[config.mk]
export PLATFORM = sky130hd
export DESIGN_NAME = snitch_cluster_cfg_regs
export DESIGN_NICKNAME = d
export VERILOG_FILES = /design/src/rtl/snitch_cluster_cfg_regs.sv
export SDC_FILE = /design/constraint.sdc
export NUM_CORES = 1
export LEC_CHECK = 0
export CAP_MARGIN = 20
export CORE_ASPECT_RATIO = 0.7
export CORE_UTILIZATION = 50
export CTS_BUF_LIST = sky130_fd_sc_hd__clkbuf_4 sky130_fd_sc_hd__clkbuf_8 sky130_fd_sc_hd__clkbuf_16
export CTS_CLUSTER_DIAMETER = 120
export DETAILED_ROUTE_END_ITERATION = 6
export DONT_BUFFER_PORTS = 1
export GPL_TIMING_DRIVEN = 0
export PLACE_DENSITY = 0.68
export SYNTH_ARGS = -nofsm -noshare
export SYNTH_HDL_FRONTEND = slang
export SYNTH_SLANG_ARGS = --single-unit
[constraint.sdc]
create_clock -name clk_i -period 8.4 [get_ports clk_i]
set_clock_uncertainty 0.2 [all_clocks]
set_input_delay 1.68 -clock clk_i [delete_from_list [all_inputs] [get_ports clk_i]]
set_output_delay 1.68 -clock clk_i [all_outputs]
set_load 0.02 [all_outputs]
[src/rtl/snitch_cluster_cfg_regs.sv]
// Runtime-programmable cluster configuration registers.
// Shadow copies of boot address, core enables and region rules are written over
// a simple request/response register bus. A commit quiesces the enabled cores,
// copies shadow to live in a single cycle, then releases the cores.
module snitch_cluster_cfg_regs #(
   parameter int unsigned          NrCores         = 8,
   parameter int unsigned          NrRegionRules   = 4,
   parameter int unsigned          AddrWidth       = 32,
   parameter logic [AddrWidth-1:0] DefaultBootAddr = AddrWidth'(32'h1e000000),
   parameter logic [AddrWidth-1:0] DefaultRuleBase = AddrWidth'(32'h1e000000),
   parameter logic [AddrWidth-1:0] DefaultRuleMask = AddrWidth'(32'h00800000),
   parameter int unsigned          TimeoutCycles   = 1024
) (
   input  logic                               clk_i,
   input  logic                               rst_i,
   input  logic                               req_valid_i,
   output logic                               req_ready_o,
   input  logic                               req_write_i,
   input  logic [7:0]                         req_addr_i,
   input  logic [31:0]                        req_wdata_i,
   output logic                               rsp_valid_o,
   output logic [31:0]                        rsp_rdata_o,
   output logic                               rsp_error_o,
   output logic [NrCores-1:0]                 quiesce_req_o,
   input  logic [NrCores-1:0]                 quiesce_ack_i,
   output logic [AddrWidth-1:0]               boot_addr_o,
   output logic [NrCores-1:0]                 core_en_o,
   output logic [NrRegionRules*AddrWidth-1:0] region_base_o,
   output logic [NrRegionRules*AddrWidth-1:0] region_mask_o,
   output logic [NrRegionRules-1:0]           region_en_o,
   output logic [15:0]                        cfg_gen_o
);

   localparam int unsigned CntW = (TimeoutCycles > 1) ? $clog2(TimeoutCycles) : 1;
   localparam logic [CntW-1:0] CntLast = CntW'(TimeoutCycles - 1);

   typedef enum logic [1:0] {
      S_IDLE,
      S_DRAIN,
      S_APPLY,
      S_RELEASE
   } state_e;

   state_e r_state, w_state_nxt;

   // Shadow registers (bus visible)
   logic [AddrWidth-1:0]     r_sh_boot;
   logic [NrCores-1:0]       r_sh_core_en;
   logic [NrRegionRules-1:0] r_sh_rule_en;
   logic [AddrWidth-1:0]     r_sh_base [NrRegionRules];
   logic [AddrWidth-1:0]     r_sh_mask [NrRegionRules];

   // Live registers (drive the outputs)
   logic [AddrWidth-1:0]     r_boot;
   logic [NrCores-1:0]       r_core_en;
   logic [NrRegionRules-1:0] r_rule_en;
   logic [AddrWidth-1:0]     r_base [NrRegionRules];
   logic [AddrWidth-1:0]     r_mask [NrRegionRules];
   logic [15:0]              r_cfg_gen;

   logic [NrCores-1:0]       r_target;
   logic [CntW-1:0]          r_cnt;
   logic                     r_timeout;
   logic                     r_rsp_valid;
   logic                     r_rsp_error;
   logic [31:0]              r_rsp_rdata;

   logic                     w_accept;
   logic                     w_busy;
   logic                     w_is_boot, w_is_core, w_is_rule_en, w_is_ctrl, w_is_status;
   logic [NrRegionRules-1:0] w_base_hit, w_mask_hit;
   logic                     w_mapped;
   logic                     w_err;
   logic                     w_wr_ok;
   logic                     w_commit;
   logic                     w_status_rd;
   logic                     w_ack_all, w_ack_none;
   logic                     w_timeout_set;
   logic [31:0]              w_rdata;

   assign req_ready_o   = (r_state != S_APPLY);
   assign w_accept      = req_valid_i & req_ready_o;
   assign w_busy        = (r_state != S_IDLE);
   assign w_ack_all     = ((quiesce_ack_i & r_target) == r_target);
   assign w_ack_none    = ((quiesce_ack_i & r_target) == '0);
   assign w_timeout_set = (r_state == S_DRAIN) & ~w_ack_all & (r_cnt == CntLast);

   // Address decode; full-address compares make misaligned addresses unmapped too
   always_comb begin
      w_is_boot    = (req_addr_i == 8'h00);
      w_is_core    = (req_addr_i == 8'h04);
      w_is_rule_en = (req_addr_i == 8'h08);
      w_is_ctrl    = (req_addr_i == 8'h0C);
      w_is_status  = (req_addr_i == 8'h10);
      w_base_hit   = '0;
      w_mask_hit   = '0;
      for (int i = 0; i < NrRegionRules; i++) begin
         w_base_hit[i] = (req_addr_i == 8'(32 + 8 * i));
         w_mask_hit[i] = (req_addr_i == 8'(36 + 8 * i));
      end
      w_mapped = w_is_boot | w_is_core | w_is_rule_en | w_is_ctrl | w_is_status |
                 (|w_base_hit) | (|w_mask_hit);
      w_err = w_accept & ((req_addr_i[1:0] != 2'b00) | ~w_mapped |
                          (req_write_i & w_is_status) |
                          (req_write_i & w_is_ctrl & req_wdata_i[0] & w_busy));
      w_wr_ok     = w_accept & req_write_i & ~w_err;
      w_commit    = w_wr_ok & w_is_ctrl & req_wdata_i[0];
      w_status_rd = w_accept & ~req_write_i & ~w_err & w_is_status;
   end

   // Read mux over shadow values and status
   always_comb begin
      w_rdata = '0;
      if (w_is_boot)    w_rdata = 32'(r_sh_boot);
      if (w_is_core)    w_rdata = 32'(r_sh_core_en);
      if (w_is_rule_en) w_rdata = 32'(r_sh_rule_en);
      if (w_is_status)  w_rdata = {r_cfg_gen, 14'd0, (r_timeout | w_timeout_set), w_busy};
      for (int i = 0; i < NrRegionRules; i++) begin
         if (w_base_hit[i]) w_rdata = 32'(r_sh_base[i]);
         if (w_mask_hit[i]) w_rdata = 32'(r_sh_mask[i]);
      end
   end

   // Commit FSM state register
   always_ff @(posedge clk_i) begin
      if (rst_i) r_state <= S_IDLE;
      else       r_state <= w_state_nxt;
   end

   // Commit FSM next-state logic
   always_comb begin
      w_state_nxt = r_state;
      case (r_state)
         S_IDLE:    if (w_commit) w_state_nxt = S_DRAIN;
         S_DRAIN: begin
            if (w_ack_all)          w_state_nxt = S_APPLY;
            else if (w_timeout_set) w_state_nxt = S_RELEASE;
         end
         S_APPLY:   w_state_nxt = S_RELEASE;
         S_RELEASE: if (w_ack_none) w_state_nxt = S_IDLE;
         default:   w_state_nxt = S_IDLE;
      endcase
   end

   // Drain target capture, timeout counter and sticky timeout flag
   always_ff @(posedge clk_i) begin
      if (rst_i) begin
         r_target  <= '0;
         r_cnt     <= '0;
         r_timeout <= 1'b0;
      end else begin
         if (w_commit) r_target <= r_core_en;
         if (r_state == S_DRAIN) r_cnt <= r_cnt + 1'b1;
         else                    r_cnt <= '0;
         if (w_timeout_set)    r_timeout <= 1'b1;
         else if (w_status_rd) r_timeout <= 1'b0;
      end
   end

   // Shadow register writes from the bus
   always_ff @(posedge clk_i) begin
      if (rst_i) begin
         r_sh_boot    <= DefaultBootAddr;
         r_sh_core_en <= '1;
         r_sh_rule_en <= NrRegionRules'(1);
         for (int i = 0; i < NrRegionRules; i++) begin
            r_sh_base[i] <= (i == 0) ? DefaultRuleBase : '0;
            r_sh_mask[i] <= (i == 0) ? DefaultRuleMask : '0;
         end
      end else if (w_wr_ok) begin
         if (w_is_boot)    r_sh_boot    <= AddrWidth'(req_wdata_i);
         if (w_is_core)    r_sh_core_en <= req_wdata_i[NrCores-1:0];
         if (w_is_rule_en) r_sh_rule_en <= req_wdata_i[NrRegionRules-1:0];
         for (int i = 0; i < NrRegionRules; i++) begin
            if (w_base_hit[i]) r_sh_base[i] <= AddrWidth'(req_wdata_i);
            if (w_mask_hit[i]) r_sh_mask[i] <= AddrWidth'(req_wdata_i);
         end
      end
   end

   // Atomic shadow-to-live copy during the single APPLY cycle
   always_ff @(posedge clk_i) begin
      if (rst_i) begin
         r_boot    <= DefaultBootAddr;
         r_core_en <= '1;
         r_rule_en <= NrRegionRules'(1);
         r_cfg_gen <= '0;
         for (int i = 0; i < NrRegionRules; i++) begin
            r_base[i] <= (i == 0) ? DefaultRuleBase : '0;
            r_mask[i] <= (i == 0) ? DefaultRuleMask : '0;
         end
      end else if (r_state == S_APPLY) begin
         r_boot    <= r_sh_boot;
         r_core_en <= r_sh_core_en;
         r_rule_en <= r_sh_rule_en;
         r_cfg_gen <= r_cfg_gen + 16'd1;
         for (int i = 0; i < NrRegionRules; i++) begin
            r_base[i] <= r_sh_base[i];
            r_mask[i] <= r_sh_mask[i];
         end
      end
   end

   // Registered bus response, one cycle after acceptance
   always_ff @(posedge clk_i) begin
      if (rst_i) begin
         r_rsp_valid <= 1'b0;
         r_rsp_error <= 1'b0;
         r_rsp_rdata <= '0;
      end else begin
         r_rsp_valid <= w_accept;
         r_rsp_error <= w_err;
         r_rsp_rdata <= (w_accept & ~req_write_i & ~w_err) ? w_rdata : '0;
      end
   end

   assign rsp_valid_o   = r_rsp_valid;
   assign rsp_error_o   = r_rsp_error;
   assign rsp_rdata_o   = r_rsp_rdata;
   assign quiesce_req_o = (r_state == S_DRAIN) ? r_target : '0;
   assign boot_addr_o   = r_boot;
   assign core_en_o     = r_core_en;
   assign region_en_o   = r_rule_en;
   assign cfg_gen_o     = r_cfg_gen;

   for (genvar g = 0; g < NrRegionRules; g++) begin : g_pack
      assign region_base_o[g*AddrWidth +: AddrWidth] = r_base[g];
      assign region_mask_o[g*AddrWidth +: AddrWidth] = r_mask[g];
   end

endmodule

==> results_dict.tcl, run 1 <==
set metrics [dict create \
    seq_area_frac_synth_pct 65.95 \
    ir_worst_vdd_mv 0.1513 \
    regToRegSetupSlack_ns 4.60 \
    cts-root-buf "clkbuf_16" \
    synth_top_family_by_area "simple AND/OR/NAND/NOR gates" \
    cp.arrival_ns 4.94 \
    max_freq_mhz 207.7 \
    async_flop_share_pct 0 \
    wl_mm 109.6 \
    synthTopCellsByArea "edfxtp_1, dfxtp_1, and2_1" \
    crit_path_start_kind "primary input" \
    core-area_um2 55400 \
    area_growth_pct 13.27 \
    track_usage_pct 37.62 \
    h-tree-depth 3 \
    synth_cell_types 83 \
    slew_violations 0 \
    first_pass_iters 6 \
    syn_inst 2200 \
    synth_nets 2259 \
    p_per_area_nw_per_um2 226.5 \
    synth_edf_count 512 \
    worstSetupStartpoint "req_addr_i[7]" \
    cts_buffers 66 \
    antenna_found_initial 5 \
    place_hpwl_mm 79.95 \
    crit_chain "nor4b_2 > buf_2 > nand2_1 > nor3_1 > clkbuf_1 > nand2b_1" \
    cp-end-kind "flop" \
    layout_common_cells "edfxtp_1, and2_1, and3_1" \
    final_cells 3100 \
    r2r_start "r_state[0]$_SDFFE_PP0P_" \
    grt-ovfl-total 0 \
    cp.required_ns 8.53 \
    fp.dieArea_um2 57250 \
    num_rows 72 \
    yosysWarningCount 0 \
    grt_pass1_vias 19680 \
    num-nets-final 2362 \
    cts_resized 0 \
    path_delay_family "simple AND/OR/NAND/NOR gates" \
    worst_pin_slew_ns 1.192 \
    status "finished clean" \
    hold_buffers 0 \
    die_h_um 200.5 \
    clkTransAtPathRegs_ns 0.07 \
    utilization_pct 57.53 \
    postCtsSetupBuffers 0 \
    die_w_um 285.5 \
    hp-class "flop to flop" \
    clockBufferDepth 3 \
    first_iter_violations 3424 \
    cts_tree "built" \
    min_from "r_cnt[0]$_SDFF_PP0_" \
    worstSkewPairLatency_ns 0.61 \
    cpMaxStageDelayCell "nor4b_2" \
    final_common_cell "edfxtp_1" \
    avgSynthCellArea_um2 12.79 \
    path_buf_inv 2 \
    grt_pass1_wl_mm 149.8 \
    ys.flop_type "edfxtp_1" \
    start_util_pct 50.79 \
    fin_crit_ns 4.814 \
    critPathKind "primary input to flop" \
    globalplace.congestion 1.020 \
    final_layout_size_suffix_gt1_share_pct 9.554 \
    syn_area_um2 28140 \
    wl_per_cell_um 35.37 \
    cp_max_fo 10 \
    fill_cells 4567 \
    synthMuxAreaShare_pct 4.940 \
    rsz0062_at_grt "false" \
    boundaryPins 411 \
    dp_cells 2971 \
    synth_top_area_share_pct 54.64 \
    p_leak_nw 12.27 \
    slew_headroom_pct 20.55 \
    setup_viol 0 \
    hold_viol 0 \
    vias 20592 \
    yosys.area_share.xor_xnor_pct 0.6537 \
    max-cap-violations 0 \
    remaining_drc_errors 0 \
    synth_fa_ha_area_share_pct 0.3113 \
    finalCritPeriodShare_pct 57.31 \
    ys_ff_latch 671 \
    slowest_delay_ns 0.93 \
    clock_sinks 671 \
    ant_nets 0 \
    via_per_inst 6.643 \
    synth_top_cell_by_area "edfxtp_1" \
    yosys.area_share.simple_pct 17.57 \
    port_buffers 0 \
    synth_compound_area_share_pct 7.733 \
    grt_max_degree 124 \
]
-- area by class of cell --
type	instances	area, um^2	share of cell area [%]
Inverter	22	82.58	0.2591
Multi-Input combinational cell	1333	8902	27.93
Clock buffer	96	1967	6.171
Timing Repair Buffer	35	475.5	1.492
Antenna cell	5	12.51	0.03926
Clock inverter	24	232.7	0.7302
Tap cell	740	925.9	2.905
Sequential cell	671	18560	58.23
Buffer	174	715.7	2.246
-- cells in the mapped netlist (10+ instances only) --
library cell	n
o31ai_1	15
nand2b_1	15
o32ai_1	12
a21oi_1	54
nor3_1	17
nor2b_1	17
or3_1	11
nor2_1	140
o21ai_0	64
mux2_2	13
o22ai_1	17
clkbuf_1	139
and2_1	260
xor2_1	11
o221ai_1	10
xnor2_1	10
inv_1	21
o2bb2ai_1	12
a211oi_1	12
o211ai_1	10
a22oi_1	28
and3_1	251
mux2i_1	122
nand2_1	75
nand3_1	23
edfxtp_1	512
dfxtp_1	159
buf_2	19
-- worst reg2reg max path, stage by stage, from the launching register on --
cell,delay (ns)
dfxtp_1,0.40
inv_1,0.11
ha_1,0.25
and3b_1,0.21
clkbuf_1,0.34
o21ai_2,0.25
buf_2,0.32
o41ai_2,0.97
buf_6,0.26
buf_4,0.21
-- per-stage QoR --
step | hold WS (ns) | TNS [ns] | power (mW) | setup slack, ns | instance area, um^2
2_1_floorplan | 0.2179 | 0 | 4.052 | 1.441 | 28140
3_3_place_gp | 0.2272 | -273.74 | 4.217 | -2.580 | 29070
3_5_place_dp | 0.2402 | 0 | 4.229 | 3.170 | 29610
4_1_cts | 0.2539 | 0 | 7.213 | 3.794 | 31810
5_1_grt | 0.2720 | 0 | 7.370 | 3.665 | 31860
6_report | 0.2494 | 0 | 7.218 | 3.586 | 31870
-- final timing paths --
| path | cells past startpoint | to |
|---|---|---|
| worst max register to register | 9 | r_sh_mask[0][11]$_SDFFCE_PN0P_ |
| worst min-delay path | 1 | r_cnt[0]$_SDFF_PP0_ |
| worst min register to register | 1 | r_cnt[0]$_SDFF_PP0_ |
| worst max-delay path | 6 | r_sh_base[0][27]$_SDFFCE_PN1P_ |
-- registers in the layout, indices dropped and copies added (netlist names) --
register      flops
r_sh_rule_en      4
r_timeout         1
cfg_gen_o        16
r_sh_boot        32
r_base          128
rsp_rdata_o      32
r_sh_mask       128
r_cnt            10
rsp_valid_o       1
rsp_error_o       1
r_mask          128
core_en_o         8
r_state           2
region_en_o       4
r_sh_core_en      8
boot_addr_o      32
r_target          8
r_sh_base       128
-- cell families (layout without fill, tap and decap cells) --
kind of cell / after synthesis / in the layout
simple gates: 859 / 859
flops: 671 / 671
compound gates: 310 / 310
buf+inv: 196 / 351
mux: 136 / 136
xor+xnor: 21 / 21
fa+ha+maj: 7 / 7
other cells: 0 / 5
-- layer usage --
metal	up-vias	share of wire, %	global-route usage, %
li1	8343	-	-
met1	10154	38	51.15
met2	1794	42	53.37
met3	297	16	15.14
met4	4	4.1	15.64
met5	-	0.025	0
-- report_power, final --
| group | total (mW) | switching, mW | internal, mW |
|---|---|---|---|
| registers | 3.81 | 0.137 | 3.68 |
| clock network | 3.04 | 1.28 | 1.76 |
| logic | 0.368 | 0.279 | 0.0884 |
Note: power is estimated with default switching activity, not from simulation.
==> inputs of run 2 (changes only) <==
--- a/config.mk
+++ b/config.mk
@@ -13,7 +13,6 @@
 export DETAILED_ROUTE_END_ITERATION = 6
 export DONT_BUFFER_PORTS = 1
 export GPL_TIMING_DRIVEN = 0
-export PLACE_DENSITY = 0.68
 export SYNTH_ARGS = -nofsm -noshare
 export SYNTH_HDL_FRONTEND = slang
 export SYNTH_SLANG_ARGS = --single-unit
==> constraint.sdc (replaced) <==
create_clock -name clk_i -period 5 [get_ports clk_i]
set_clock_uncertainty 0.2 [all_clocks]
set_input_delay 1 -clock clk_i [delete_from_list [all_inputs] [get_ports clk_i]]
set_output_delay 1 -clock clk_i [all_outputs]
set_load 0.02 [all_outputs]
==> run 2 against run 1 <==
  * Sequential share of layout area down 0.19 points
  * Global-route usage up 1.2 points
  * Critical path depth did not move
  * Total power increased by 71%
  * Critical path type unchanged
  * Worst setup slack worse by 3.0 ns
  * Largest cell class unchanged
==> results_dict.tcl, run 2 (synthesis gave the netlist of run 1 again) <==
set metrics [dict create \
    max_freq_mhz 228.7 \
    h-tree-depth 2 \
    postCtsSetupBuffers 0 \
    cp-end-kind "flop" \
    max-cap-violations 0 \
    globalplace.congestion 0.9881 \
    die_w_um 285.5 \
    area_growth_pct 13.65 \
    cp.arrival_ns 4.66 \
    preCtsSetupSlack_ns 0.2664 \
    track_usage_pct 38.79 \
    ant_nets 0 \
    power_mw 12.31 \
    place_hpwl_mm 82.61 \
    rsz0062_at_grt "false" \
    start_util_pct 50.79 \
    cts-root-buf "clkbuf_16" \
    grt_pass1_wl_mm 154.2 \
    fill_cells 4537 \
    cts_tree "built" \
    crit_path_start_kind "primary input" \
    worstSetupStartpoint "req_addr_i[0]" \
    num_rows 72 \
    slew_headroom_pct 14.41 \
    ir_worst_vdd_mv 0.2418 \
    hold_buffers 0 \
    slew_violations 0 \
    first_pass_iters 6 \
    p_comb_share_pct 5.2 \
    fp.dieArea_um2 57250 \
    boundaryPins 411 \
    p_sw_share_pct 23.40 \
    reg2reg_depth 11 \
    setup_viol 0 \
    power_frac_clock_pct 42.8 \
    seq_area_um2 18560 \
    cp_max_fo 10 \
    finalCritPeriodShare_pct 87.44 \
    p_switching_mw 2.882 \
    remaining_drc_errors 0 \
    die_h_um 200.5 \
    via_per_inst 6.627 \
    worstSkewPairLatency_ns 0.65 \
    clock_sinks 671 \
    multi_input_area_um2 8914 \
    critPathKind "primary input to flop" \
    final_layout_size_suffix_gt1_share_pct 9.643 \
    whs_path_depth 1 \
    grt-ovfl-total 0 \
    r2r_start "r_state[0]$_SDFFE_PP0P_" \
    vias 20537 \
    first_iter_violations 3319 \
    fin_crit_ns 4.372 \
    final_cells 3099 \
    worst_pin_slew_ns 1.284 \
    cp.required_ns 5.29 \
    internal-power_mw 9.431 \
    final_common_cell "edfxtp_1" \
    num-nets-final 2361 \
    p_seq_share_pct 52.0 \
    core-area_um2 55400 \
    wl_per_cell_um 36.36 \
    dp_cells 2975 \
    grt_pass1_vias 19387 \
    min_from "r_cnt[0]$_SDFF_PP0_" \
    p_per_area_nw_per_um2 385.0 \
    clockBufferDepth 3 \
    port_buffers 0 \
    hp-class "flop to flop" \
    clkTransAtPathRegs_ns 0.06 \
    cts_resized 0 \
    wl_mm 112.7 \
    cts_buffers 61 \
    layout_common_cells "edfxtp_1, and2_1, and3_1" \
    grt_max_degree 117 \
    p_leak_nw 12.33 \
    status "finished clean" \
    hold_viol 0 \
    layout_setup_ws_ns 0.6281 \
    antenna_found_initial 7 \
]
## run 2: cell count changes in the layout (fill, tap and decap cells not counted), sizes merged
| cell | before | now |
|---|---|---|
| buf | 68 | 72 |
| bufinv | 4 | 10 |
| clkbuf | 237 | 228 |
| clkinvlp | 2 | 3 |
| inv | 26 | 23 |
## run 2: area by class of cell
| cell class | instances | area share [%] |
|---|---|---|
| Timing Repair Buffer | 39 | 1.565 |
| Clock buffer | 87 | 5.814 |
| Multi-Input combinational cell | 1333 | 27.87 |
| Sequential cell | 671 | 58.03 |
| Tap cell | 740 | 2.895 |
| Buffer | 174 | 2.238 |
| Clock inverter | 28 | 1.283 |
| Antenna cell | 5 | 0.03913 |
| Inverter | 22 | 0.2582 |
## run 2: metal layers
| layer | GRT usage (%) | wire (um) | part of all wire, % |
|---|---|---|---|
| met1 | 53.99 | 44630 | 40 |
| met2 | 56.11 | 48220 | 43 |
| met3 | 14.14 | 16000 | 14 |
| met4 | 13.03 | 3832 | 3.4 |
| met5 | 0 | 0 | 0 |
## run 2: final timing paths
path / to / slack (ns)
hold reg to reg: r_cnt[0]$_SDFF_PP0_ / 0.26
setup / recovery: r_sh_mask[1][2]$_SDFFCE_PN0P_ / 0.63
hold / removal: r_cnt[0]$_SDFF_PP0_ / 0.26
setup reg to reg: r_sh_mask[0][13]$_SDFFCE_PN0P_ / 1.18
## run 2: through the flow
stage | hold WS (ns) | TNS (ns) | util, % | instance area [um^2]
final | 0.2608 | 0 | 57.72 | 31980
after global routing | 0.2721 | 0 | 57.70 | 31970
after CTS | 0.2627 | 0 | 57.62 | 31920
after detailed placement | 0.2477 | 0 | 53.52 | 29650
after global placement | 0.2323 | -1023.12 | 52.49 | 29080
after floorplan | 0.2179 | -93.64 | - | 28150
## run 2: worst max-delay path, stage by stage
cell	delay, ns
and4bb_2	0.33
clkbuf_1	0.74
nand2_1	0.77
nor4_4	0.98
clkbuf_1	0.60
and2_1	0.21
## run 2: power groups by stage
stage | Combinational [mW] | Clock [mW] | Sequential (mW)
floorplan | 0.310 | 0 | 6.49
global placement | 0.547 | 0 | 6.55
detailed placement | 0.604 | 0 | 6.52
CTS | 0.606 | 5.29 | 6.40
global route | 0.645 | 5.49 | 6.42
finish | 0.634 | 5.27 | 6.41
